File: src/rtl/instr_fetch_unit.sv
// Instruction fetch unit: owns the PC, issues one imem request per instruction,
// holds the fetched word for decode and applies branch/jump redirects on accept.
// Optional macro FETCH_PERF_CNT_EN adds fetch_count / redirect_count outputs.
module instr_fetch_unit #(
  parameter logic [31:0] RESET_PC = 32'h0000_0000,
  parameter int unsigned TIMEOUT  = 15
) (
  input  logic        clk,
  input  logic        reset,
  output logic        imem_req,
  output logic [31:0] imem_addr,
  input  logic        imem_rvalid,
  input  logic [31:0] imem_rdata,
  output logic        instr_valid,
  input  logic        instr_ready,
  output logic [31:0] instr,
  output logic [31:0] pc,
  output logic [31:0] pcplus4,
  input  logic        pcsrc,
  input  logic        jump,
  input  logic [31:0] signimm,
  input  logic [25:0] jtarget,
`ifdef FETCH_PERF_CNT_EN
  output logic [31:0] fetch_count,
  output logic [31:0] redirect_count,
`endif
  output logic        fetch_err
);

  typedef enum logic [1:0] {
    S_FETCH,
    S_WAIT,
    S_HOLD,
    S_ERR
  } state_t;

  // Counter value seen in the last permitted WAIT cycle.
  localparam logic [7:0] TIMEOUT_LAST = 8'(TIMEOUT - 1);

  state_t      state;
  logic [7:0]  wait_cnt;
  logic [31:0] branch_target;
  logic [31:0] jump_target;
  logic [31:0] next_pc;
  logic        accept;

  assign imem_addr = pc;
  assign pcplus4   = pc + 32'd4;
  assign accept    = (state == S_HOLD) && instr_ready;

  // Jump outranks a taken branch; signimm is a word offset.
  always_comb begin
    branch_target = pcplus4 + {signimm[29:0], 2'b00};
    jump_target   = {pcplus4[31:28], jtarget, 2'b00};
    next_pc       = pcplus4;
    if (jump)       next_pc = jump_target;
    else if (pcsrc) next_pc = branch_target;
  end

  // NOTE: state registers use non-blocking assignments so every branch below
  // reads the pre-edge values, regardless of statement order.
  always_ff @(posedge clk or posedge reset) begin
    if (reset) begin
      state       <= S_FETCH;
      pc          <= RESET_PC;
      instr       <= '0;
      instr_valid <= 1'b0;
      imem_req    <= 1'b0;
      fetch_err   <= 1'b0;
      wait_cnt    <= '0;
    end else begin
      case (state)
        S_FETCH: begin
          imem_req <= 1'b1;
          wait_cnt <= '0;
          state    <= S_WAIT;
        end
        S_WAIT: begin
          imem_req <= 1'b0;
          if (imem_rvalid) begin
            instr       <= imem_rdata;
            instr_valid <= 1'b1;
            wait_cnt    <= '0;
            state       <= S_HOLD;
          end else if (wait_cnt == TIMEOUT_LAST) begin
            fetch_err <= 1'b1;
            wait_cnt  <= '0;
            state     <= S_ERR;
          end else begin
            wait_cnt <= wait_cnt + 8'd1;
          end
        end
        S_HOLD: begin
          if (accept) begin
            pc          <= next_pc;
            instr_valid <= 1'b0;
            state       <= S_FETCH;
          end
        end
        S_ERR: begin
          imem_req    <= 1'b0;
          instr_valid <= 1'b0;
          fetch_err   <= 1'b1;
        end
        default: state <= S_FETCH;
      endcase
    end
  end

`ifdef FETCH_PERF_CNT_EN
  always_ff @(posedge clk or posedge reset) begin
    if (reset) begin
      fetch_count    <= '0;
      redirect_count <= '0;
    end else if (accept) begin
      fetch_count <= fetch_count + 32'd1;
      if (jump || pcsrc) redirect_count <= redirect_count + 32'd1;
    end
  end
`endif

endmodule

File: config.mk
export PLATFORM = sky130hd
export DESIGN_NAME = instr_fetch_unit
export DESIGN_NICKNAME = d
export VERILOG_FILES = /design/src/rtl/instr_fetch_unit.sv
export SDC_FILE = /design/constraint.sdc
export NUM_CORES = 1
export LEC_CHECK = 0
export ABC_AREA = 1
export CORE_MARGIN = 4
export CORE_UTILIZATION = 35
export CTS_BUF_LIST = sky130_fd_sc_hd__clkbuf_8
export DETAILED_ROUTE_END_ITERATION = 12
export PLACE_DENSITY_LB_ADDON = 0.1
export REMOVE_ABC_BUFFERS = 1
export SETUP_SLACK_MARGIN = 0.3
export SLEW_MARGIN = 10
export SYNTH_ARGS = -nofsm -noshare
export SYNTH_HDL_FRONTEND = slang
export SYNTH_SLANG_ARGS = --single-unit
File: constraint.sdc
create_clock -name clk -period 7.1 [get_ports clk]
set_input_delay 2.13 -clock clk [delete_from_list [all_inputs] [get_ports clk]]
set_output_delay 2.13 -clock clk [all_outputs]
set_load 0.005 [all_outputs]
# Word level (Yosys, flattened, before mapping)
# Index checks and enable logic that the tools add are counted.
# W data, S select, Z words.
[totals] regBits=77 output_inout_bits=131 word_cells=48
[op_classes] add_sub_neg=3 n_eq_ne=9 n_mux=16 n_reduce_logical=13
[ops] operator="$mux W32" n=2
[ops] operator="$add A32 B3 Y32 const B" n=1
[ops] operator="$add A32 B32 Y32" n=1
[ops] operator="$mux W8" n=2
[ops] operator="$pmux W8 S2" n=1
[ops] operator="$reduce_and A3 Y1" n=3
[ops] operator="$add A8 B1 Y8 const B" n=1
[ops] operator="$eq A8 B4 Y1 const B" n=1
[ops] operator="$ne A2 B2 Y1 const B" n=4
[ops] operator="$mux W2" n=3
[ops] operator="$pmux W2 S3" n=1
[ops] operator="$reduce_bool A2 Y1" n=3
[ops] operator="$reduce_bool A3 Y1" n=2
[ops] operator="$eq A2 B2 Y1 const B" n=2
[ops] operator="$mux W1" n=4
[ops] operator="$pmux W1 S2" n=2
[ops] operator="$reduce_and A2 Y1" n=2
[ops] operator="$ne A3 B3 Y1 const B" n=1
[ops] operator="$pmux W1 S3" n=1
[ops] operator="$eq A2 B1 Y1 const B" n=1
[ops] operator="$logic_not A2 Y1" n=1
[ops] operator="$reduce_or A2 Y1" n=1
[ops] operator="$logic_and A1 B1 Y1" n=1

# Longest topological paths before layout
# Gate-level depths: netlist of run 1.
[depth] depth_word=4 ltp_mapped=22

# Worst setup path after synthesis of run 1
# Ideal clock, no wire load.
[synth_path] path_kind="input-to-reg" startpoint="in signimm[0]" endpoint="reg pc[12], in the netlist imem_addr[12]" setup_time_ns=0.116 arrival_ns=3.699 path_slack_ns=3.284 stages=13 path_buffers=0 path_cell_list="ha_1 fa_1 nand3_1 nand3_1 nand2_1 nand2_1 nand2_1 nand2_1 or2_2 nand3_1 nand3_1 nand2_1 nand2_1"
[synth_between] elab_chain_len=3
[synth_rtl] element="from (decl)" line_no="21" text="input logic [31:0] signimm,"
[synth_rtl] element="$add A32 B32 Y32" line_no="53" text="branch_target = pcplus4 + {signimm[29:0], 2'b00};"
[synth_rtl] element="$mux W32" line_no="57" text="else if (pcsrc) next_pc = branch_target;"
[synth_rtl] element="$mux W32" line_no="56" text="if (jump) next_pc = jump_target;"
[synth_rtl] element="to (signal assigned)" line_no="95" text="pc <= next_pc;"
[synth_rtl] element="to (decl)" line_no="17" text="output logic [31:0] pc,"
# Every way passes these cells.
# A chain may end at the register's enable or synchronous reset.

# Worst setup path in the final report of run 1
[layout_path] startpoint="reg pc[2], in the netlist imem_addr[2]" endpoint="out pcplus4[12]"
[layout_between] elab_chain_len=1
[layout_rtl] element="$add A32 B3 Y32" line_no="48" text="assign pcplus4 = pc + 32'd4;"
[layout_rtl] element="to (decl)" line_no="18" text="output logic [31:0] pcplus4,"
# Every way passes these cells.

==> impl_metrics.prom, run 1 <==
# TYPE chip_impl_metric gauge
chip_impl_metric{name="fp.dieArea",unit="µm²"} 21500
chip_impl_metric{name="synth_cell_types",unit=""} 41
chip_impl_metric{name="design_power_total",unit="µW"} 3550
chip_impl_metric{name="post_cts_buffers",unit=""} 0
chip_impl_metric{name="vias_in_the_first_global_route",unit=""} 6743
chip_impl_metric{name="route.vias.total",unit=""} 7227
chip_impl_metric{name="max_freq",unit="MHz"} 201
chip_impl_metric{name="yosys_warnings",unit=""} 0
chip_impl_metric{name="finish.cell_count_without_fillers",unit=""} 1495
chip_impl_metric{name="p_switching",unit="µW"} 1680
chip_impl_metric{name="average_wire_length_per_cell_after_detail_routing",unit="µm"} 16.1
chip_impl_info{name="cp-startpoint",value="imem_addr[2]"} 1
chip_impl_metric{name="grt_remaining_overflow",unit=""} 0
chip_impl_metric{name="dp_slack",unit="ns"} 2.47
chip_impl_metric{name="yosys-mux-area-fraction",unit="%"} 0
chip_impl_metric{name="critical_path.max_fanout",unit=""} 5
chip_impl_info{name="synth_top_family_by_area",value="simple AND/OR/NAND/NOR gates"} 1
chip_impl_metric{name="effective_utilization_at_floorplan",unit="%"} 35.8
chip_impl_metric{name="netSwitchingFraction",unit="%"} 47.5
chip_impl_metric{name="postLayoutCoreUtil",unit="%"} 48.4
chip_impl_metric{name="ys_ff_latch",unit=""} 75
chip_impl_metric{name="vdd.ir_drop.worst",unit="mV"} 0.161
chip_impl_metric{name="power.internal",unit="µW"} 1860
chip_impl_metric{name="tightest_slew",unit="ns"} 0.985
chip_impl_info{name="min-delay-start",value="instr[23]"} 1
chip_impl_metric{name="num-nets-final",unit=""} 1391
chip_impl_metric{name="cp.arrival",unit="ns"} 2.84
chip_impl_metric{name="required_time_at_the_worst_slack_endpoint",unit="ns"} 4.97
chip_impl_info{name="worst-setup-path-type",value="flop to primary output"} 1
chip_impl_metric{name="syn-cell-area",unit="µm²"} 6720
chip_impl_info{name="timing.hold.worst.class",value="flop to flop"} 1
chip_impl_metric{name="fin_tns_setup",unit="ns"} 0
chip_impl_metric{name="synth_edf_count",unit=""} 0
chip_impl_metric{name="clk_pin_slew_worst_paths",unit="ns"} 0.09
chip_impl_metric{name="pwr-share-clk",unit="%"} 9.1
chip_impl_metric{name="ys_seq_area_share",unit="%"} 27.9
chip_impl_metric{name="clk-insertion-delay-late",unit="ns"} 0.36
chip_impl_metric{name="register_share_of_total_power",unit="%"} 24.2
chip_impl_metric{name="final_antenna_net_count",unit=""} 0
chip_impl_metric{name="first_pass_grt_wire_length",unit="µm"} 37300
chip_impl_metric{name="drt_iter0_drc",unit=""} 492
chip_impl_info{name="end_kind",value="primary output"} 1
chip_impl_metric{name="p_leak",unit="µW"} 0.00456
chip_impl_metric{name="dp_cells",unit=""} 1479
chip_impl_metric{name="detailedRoute.firstPassIterationCount",unit=""} 5
chip_impl_metric{name="place.gp.congestion",unit=""} 0.901
chip_impl_metric{name="vias_per_cell",unit=""} 4.83
chip_impl_metric{name="syn-mean-instance-area",unit="µm²"} 6.27
chip_impl_metric{name="hold_buffers",unit=""} 0
chip_impl_metric{name="power_frac_comb",unit="%"} 66.7
chip_impl_metric{name="synth-compound-area-share",unit="%"} 9.86
chip_impl_info{name="run_status",value="finished, final reports clean"} 1
chip_impl_metric{name="cap_violations",unit=""} 0
chip_impl_metric{name="post_synth_xor_area_fraction",unit="%"} 3.00
chip_impl_metric{name="core.rowCount",unit=""} 50
chip_impl_info{name="worst_r2r_startpoint",value="imem_addr[2]"} 1
chip_impl_metric{name="postSynth.asyncResetShare",unit="%"} 100
chip_impl_metric{name="route.detailed.drc",unit=""} 0
chip_impl_metric{name="maxSlewHeadroom",unit="%"} 34.3
chip_impl_info{name="rsz0062_at_grt",value="false"} 1
chip_impl_metric{name="setup_slack",unit="ns"} 2.13
chip_impl_metric{name="sum_of_net_half_perimeters_after_detailed_placement",unit="µm"} 19300
chip_impl_metric{name="floorplan.core_area",unit="µm²"} 18800
chip_impl_metric{name="report.final.slew_viol_count",unit=""} 0
chip_impl_metric{name="max-clock-path-buffers",unit=""} 2
chip_impl_metric{name="setup.reg_to_reg.worst_slack",unit="ns"} 3.46
chip_impl_metric{name="floorplan.die.height",unit="µm"} 147
chip_impl_metric{name="post-route-min-period",unit="ns"} 4.97
chip_impl_metric{name="antenna_found_initial",unit=""} 0
chip_impl_metric{name="buffer_ports.inserted",unit=""} 218
chip_impl_metric{name="setup-violations-final",unit=""} 0
chip_impl_metric{name="largest_net_degree_at_the_start_of_global_routing",unit=""} 60
chip_impl_metric{name="detail_route.wirelength",unit="µm"} 24000
chip_impl_metric{name="area_growth_syn_to_layout",unit="%"} 35.4
chip_impl_metric{name="timing.clock.skew",unit="ns"} 0.00927
chip_impl_metric{name="die_x",unit="µm"} 147
chip_impl_metric{name="cts_made_buffers",unit=""} 9
chip_impl_metric{name="grt.total_usage",unit="%"} 21.9
chip_impl_metric{name="boundaryPins",unit=""} 227
chip_impl_metric{name="min_period_over_period",unit="%"} 70.0
chip_impl_info{name="dominant_register_cell_in_the_synthesized_netlist",value="dfrtp_1"} 1
chip_impl_info{name="cts_root_buf",value="clkbuf_8"} 1
chip_impl_metric{name="final_hold_viol_count",unit=""} 0
chip_impl_info{name="tritoncts",value="yes"} 1
chip_impl_metric{name="cts_num_sinks",unit=""} 75
chip_impl_metric{name="pwr_cell_area",unit="nW/µm²"} 390
chip_impl_metric{name="post_synth_fa_ha_maj_area_fraction",unit="%"} 7.38
chip_impl_metric{name="n_antenna_cell",unit=""} 0
chip_impl_metric{name="drive_gt1_share",unit="%"} 3.89
chip_impl_metric{name="synthesis.instances",unit=""} 1071
chip_impl_info{name="worstSetupStartpointType",value="flop"} 1
chip_impl_metric{name="synthSimpleGateAreaFrac",unit="%"} 38.7
chip_impl_metric{name="post_cts.resized_instances",unit=""} 0
chip_impl_metric{name="cts-htree-levels",unit=""} 3
-- synth_stat cells (2+ instances only) --
cell type | instances | area share, %
nand4_1 | 9 | 0.84
nor2_2 | 2 | 0.19
xnor2_1 | 7 | 0.91
ha_1 | 38 | 7.1
a21oi_2 | 4 | 0.52
nor2_4 | 5 | 0.84
o21bai_1 | 8 | 0.89
clkinv_1 | 2 | 0.11
a31oi_1 | 4 | 0.37
and2_1 | 11 | 1.0
o22ai_1 | 4 | 0.37
xor2_1 | 16 | 2.1
nand2_2 | 5 | 0.47
a21o_1 | 2 | 0.22
or2_2 | 3 | 0.28
nand3b_1 | 2 | 0.22
inv_1 | 137 | 7.7
buf_2 | 7 | 0.52
nor2_1 | 117 | 6.5
nor3_1 | 8 | 0.60
a22oi_1 | 3 | 0.34
nand3_1 | 73 | 5.4
o21ai_0 | 30 | 2.2
dfrtp_1 | 75 | 28
clkbuf_1 | 12 | 0.67
nand2_1 | 380 | 21
buf_4 | 36 | 4.0
nand2_4 | 2 | 0.34
a21oi_1 | 55 | 4.1
o211ai_1 | 2 | 0.22
nor3_2 | 2 | 0.30
-- routing by layer --
metal	global-route usage [%]	routed length, µm	vias up
met5	0	0	-
met1	30.7	11300	3228
li1	-	-	3696
met2	33.9	10400	273
met3	5.62	1920	30
met4	5.03	459	0
-- through the flow --
| step | area (µm²) | hold WS (ns) |
|---|---|---|
| 2_1_floorplan | 6380 | 0.465 |
| 3_3_place_gp | 8910 | 0.453 |
| 3_5_place_dp | 8910 | 0.458 |
| 4_1_cts | 9090 | 0.478 |
| 5_1_grt | 9090 | 0.496 |
| 6_report | 9090 | 0.477 |
-- layout make-up --
type | instances | area, µm²
clock buffer | 10 | 138
clock inverter | 6 | 47.5
fill | 1980 | 9680
inverter | 140 | 526
multi-input combinational | 806 | 3980
sequential | 75 | 1880
tap | 234 | 293
timing repair buffer | 224 | 2230
-- worst max-delay path: stages, from the launching register on --
cell and delay, ns:
dfrtp_1 0.48, ha_1 0.28, nand3_1 0.17, inv_1 0.17
nand2_2 0.11, nor2_1 0.25, xor2_1 0.43, clkdlybuf4s50_1 0.60
-- kinds of logic (layout without fill, tap and decap cells) --
family          count (synthesis)  after routing
compound gates                117            117
xor+xnor                       23             23
fa+ha+maj                      39             39
buf+inv                       195            380
flops                          75             75
other cells                     1              6
simple gates                  621            621
-- registers in the layout (all words and copies together) (netlist names) --
| register | flops |
|---|---|
| state | 2 |
| wait_cnt | 8 |
| fetch_err | 1 |
| instr | 32 |
| instr_valid | 1 |
| imem_addr | 30 |
| imem_req | 1 |
-- power by group through the flow --
stage | sequential (µW) | combinational, µW | clock (µW)
2_1_floorplan | 818 | 1220 | 0
3_3_place_gp | 858 | 2360 | 0
3_5_place_dp | 862 | 2360 | 0
4_1_cts | 856 | 2380 | 330
5_1_grt | 888 | 2640 | 355
6_report | 858 | 2370 | 323
-- layout by cell type, fill, tap and decap left out, drive strengths merged, types with 3 or more instances in the layout --
master and count:
and2 11, ha 38, or2 3, clkinvlp 4, o21ai 31, o22ai 4
clkdlybuf4s50 218, inv 140, xor2 16, nor2 125, buf 6, o21bai 8
dfrtp 75, nor3 10, a21oi 59, nand3 73, a22oi 3, clkbuf 10
nand2 387, conb 6, nand4 9, a31oi 4, xnor2 7
-- final timing paths --
path                                 end  depth (start not counted)
min in group asynchronous    instr_valid                          2
min                            instr[23]                          2
min reg2reg                    instr[23]                          2
max reg2reg                imem_addr[21]                         17
max                          pcplus4[12]                          7
max in group asynchronous      instr[19]                          3
Power figures use the tool's default switching activity.
==> run 2, diff against run 1 <==
clock period = 4.2 ns   (was 7.1 ns; I/O delays follow)
==> impl_metrics.prom, run 2 (same netlist as run 1, synthesis figures left out) <==
# TYPE chip_impl_metric gauge
chip_impl_info{name="hold_end",value="instr[13]"} 1
chip_impl_metric{name="cts_num_sinks",unit=""} 75
chip_impl_metric{name="ff_latch_area",unit="µm²"} 1890
chip_impl_metric{name="finish.cell_count_without_fillers",unit=""} 1503
chip_impl_metric{name="r2r.worst_path.cells",unit=""} 16
chip_impl_metric{name="pwr_cell_area",unit="nW/µm²"} 670
chip_impl_metric{name="tightest_slew",unit="ns"} 0.710
chip_impl_metric{name="floorplan.die.height",unit="µm"} 147
chip_impl_metric{name="report.final.slew_viol_count",unit=""} 0
chip_impl_metric{name="setup.reg_to_reg.worst_slack",unit="ns"} 0.88
chip_impl_metric{name="critical_path.max_fanout",unit=""} 6
chip_impl_info{name="worst-setup-path-type",value="flop to primary output"} 1
chip_impl_metric{name="largest_register_ff_count",unit=""} 32
chip_impl_metric{name="cts_made_buffers",unit=""} 9
chip_impl_metric{name="route.vias.total",unit=""} 7345
chip_impl_metric{name="worstHoldPathCells",unit=""} 2
chip_impl_metric{name="sum_of_net_half_perimeters_after_detailed_placement",unit="µm"} 19400
chip_impl_metric{name="max-clock-path-buffers",unit=""} 2
chip_impl_metric{name="post-route-min-period",unit="ns"} 3.78
chip_impl_metric{name="cap_violations",unit=""} 0
chip_impl_metric{name="dp_cells",unit=""} 1486
chip_impl_metric{name="p_switching",unit="µW"} 2870
chip_impl_metric{name="grt_remaining_overflow",unit=""} 0
chip_impl_info{name="run_status",value="finished, final reports clean"} 1
chip_impl_metric{name="required_time_at_the_worst_slack_endpoint",unit="ns"} 2.94
chip_impl_metric{name="largest_net_degree_at_the_start_of_global_routing",unit=""} 36
chip_impl_info{name="worst_r2r_startpoint",value="imem_addr[6]"} 1
chip_impl_info{name="timing.hold.worst.class",value="flop to flop"} 1
chip_impl_metric{name="route.detailed.drc",unit=""} 0
chip_impl_metric{name="drive_gt1_share",unit="%"} 5.91
chip_impl_metric{name="detailedRoute.firstPassIterationCount",unit=""} 5
chip_impl_metric{name="fillers",unit=""} 1945
chip_impl_info{name="worstSetupStartpointType",value="flop"} 1
chip_impl_metric{name="vias_in_the_first_global_route",unit=""} 6793
chip_impl_metric{name="num-nets-final",unit=""} 1399
chip_impl_metric{name="pwr-share-clk",unit="%"} 11.4
chip_impl_metric{name="final_antenna_net_count",unit=""} 0
chip_impl_metric{name="min_period_over_period",unit="%"} 90.0
chip_impl_info{name="crit-reg2reg-capture",value="imem_addr[21]"} 1
chip_impl_metric{name="maxSlewHeadroom",unit="%"} 52.4
chip_impl_info{name="end_kind",value="primary output"} 1
chip_impl_metric{name="average_wire_length_per_cell_after_detail_routing",unit="µm"} 16.0
chip_impl_metric{name="power.internal",unit="µW"} 3360
chip_impl_metric{name="antenna_found_initial",unit=""} 0
chip_impl_metric{name="boundaryPins",unit=""} 227
chip_impl_metric{name="register_share_of_total_power",unit="%"} 23.4
chip_impl_metric{name="multi_input_area",unit="µm²"} 4040
chip_impl_metric{name="fin_tns_setup",unit="ns"} 0
chip_impl_metric{name="effective_utilization_at_floorplan",unit="%"} 35.8
chip_impl_metric{name="vdd.ir_drop.worst",unit="mV"} 0.281
chip_impl_metric{name="die_x",unit="µm"} 147
chip_impl_metric{name="drt_iter0_drc",unit=""} 475
chip_impl_info{name="min-delay-start",value="instr[13]"} 1
chip_impl_metric{name="buffer_ports.inserted",unit=""} 218
chip_impl_metric{name="p_leak",unit="µW"} 0.00466
chip_impl_metric{name="floorplan.core_area",unit="µm²"} 18800
chip_impl_metric{name="grt.total_usage",unit="%"} 21.8
chip_impl_metric{name="core.rowCount",unit=""} 50
chip_impl_metric{name="first_pass_grt_wire_length",unit="µm"} 37300
chip_impl_metric{name="cp.arrival",unit="ns"} 2.52
chip_impl_metric{name="fp.dieArea",unit="µm²"} 21500
chip_impl_metric{name="setup-violations-final",unit=""} 0
chip_impl_metric{name="detail_route.wirelength",unit="µm"} 24000
chip_impl_metric{name="power_frac_comb",unit="%"} 65.2
chip_impl_info{name="layout.cells.most_common",value="nand2_1"} 1
chip_impl_metric{name="vias_per_cell",unit=""} 4.89
chip_impl_metric{name="area_growth_syn_to_layout",unit="%"} 38.3
chip_impl_info{name="cts_root_buf",value="clkbuf_8"} 1
chip_impl_metric{name="clk_pin_slew_worst_paths",unit="ns"} 0.09
chip_impl_info{name="most-common-layout-cells",value="nand2_1, clkdlybuf4s50_1, inv_1"} 1
chip_impl_metric{name="fin_worst_hold_slack",unit="ns"} 0.475
chip_impl_metric{name="timing.clock.skew",unit="ns"} 0.0143
chip_impl_metric{name="cts-htree-levels",unit=""} 3
chip_impl_metric{name="max_freq",unit="MHz"} 265
chip_impl_metric{name="n_antenna_cell",unit=""} 0
chip_impl_info{name="top_register",value="instr"} 1
chip_impl_metric{name="final_hold_viol_count",unit=""} 0
chip_impl_metric{name="postLayoutCoreUtil",unit="%"} 49.5
chip_impl_info{name="tritoncts",value="yes"} 1
chip_impl_info{name="rsz0062_at_grt",value="false"} 1
chip_impl_metric{name="netSwitchingFraction",unit="%"} 46.0
chip_impl_metric{name="clk-insertion-delay-late",unit="ns"} 0.36
chip_impl_metric{name="place.gp.congestion",unit=""} 0.907
==> run 2: cell types whose count changed in the layout (fill, tap and decap cells not counted), moves of 2 or more <==
cell	before	now
buf_4	6	13
bufinv_16	0	3
clkinvlp_4	4	1
dfrtp_1	75	67
dfrtp_2	0	8
nor2_1	116	113
nor2_2	3	6
xnor2_1	7	5
xnor2_2	0	2
xor2_1	16	14
xor2_2	0	2
==> run 2: through the flow <==
step | total power, µW | setup slack [ns] | instance area, µm²
after CTS | 6230 | 0.276 | 9240
after global routing | 6800 | 0.275 | 9290
final | 6230 | 0.420 | 9290
after floorplan | 3450 | 0.770 | 6380
after global placement | 5440 | 0.486 | 8970
after detailed placement | 5470 | 0.467 | 8970
==> run 2: power by group through the flow <==
stage	clock (µW)	sequential (µW)	combinational [µW]
after global routing	753	1520	4530
final	710	1460	4060
after global placement	0	1450	3990
after CTS	726	1450	4050
after floorplan	0	1380	2070
after detailed placement	0	1460	4020
==> run 2: how the worst max path moves through the flow <==
stage | from | end | slack, ns
global placement | signimm[0] | imem_addr[12] | 0.49
global route | imem_addr[6] | pcplus4[28] | 0.28
detailed placement | signimm[0] | imem_addr[12] | 0.47
finish | imem_addr[6] | pcplus4[12] | 0.42
floorplan | imem_rvalid | instr[0] | 0.77
CTS | imem_addr[2] | pcplus4[16] | 0.28
==> run 2: what timing repair did <==
| item | 4_1_cts | 5_1_grt |
|---|---|---|
| resized for setup | 4 | 15 |
| hold buffers | 0 | 0 |
| gates cloned | 0 | 0 |
| setup endpoints to repair | 3 | 14 |
| setup buffers | 0 | 1 |
==> run 2: layer usage <==
layer  share of wire, %  vias to the layer above  GRT usage, %
met2                 44                      291          33.4
met1                 46                     3323          31.4
met3                7.9                       29          4.53
met4                2.1                        0          5.69
li1                   -                     3702             -
met5                  0                        -             0
==> run 2: final cells by class <==
class,count,area share (%)
flip-flops and latches,75,20.3
repair buffers,232,24.8
clock inverters,7,1.33
inverters,140,5.66
multi-input cells,806,43.4
clock buffers,9,1.33
well taps,234,3.15
==> run 2: worst max-delay path, stage by stage (launching register included) <==
cell             delay (ns)
dfrtp_1                0.52
nand2_1                0.17
nor2_1                 0.25
nand2_2                0.14
nor2_2                 0.21
xor2_2                 0.30
clkdlybuf4s50_1        0.57
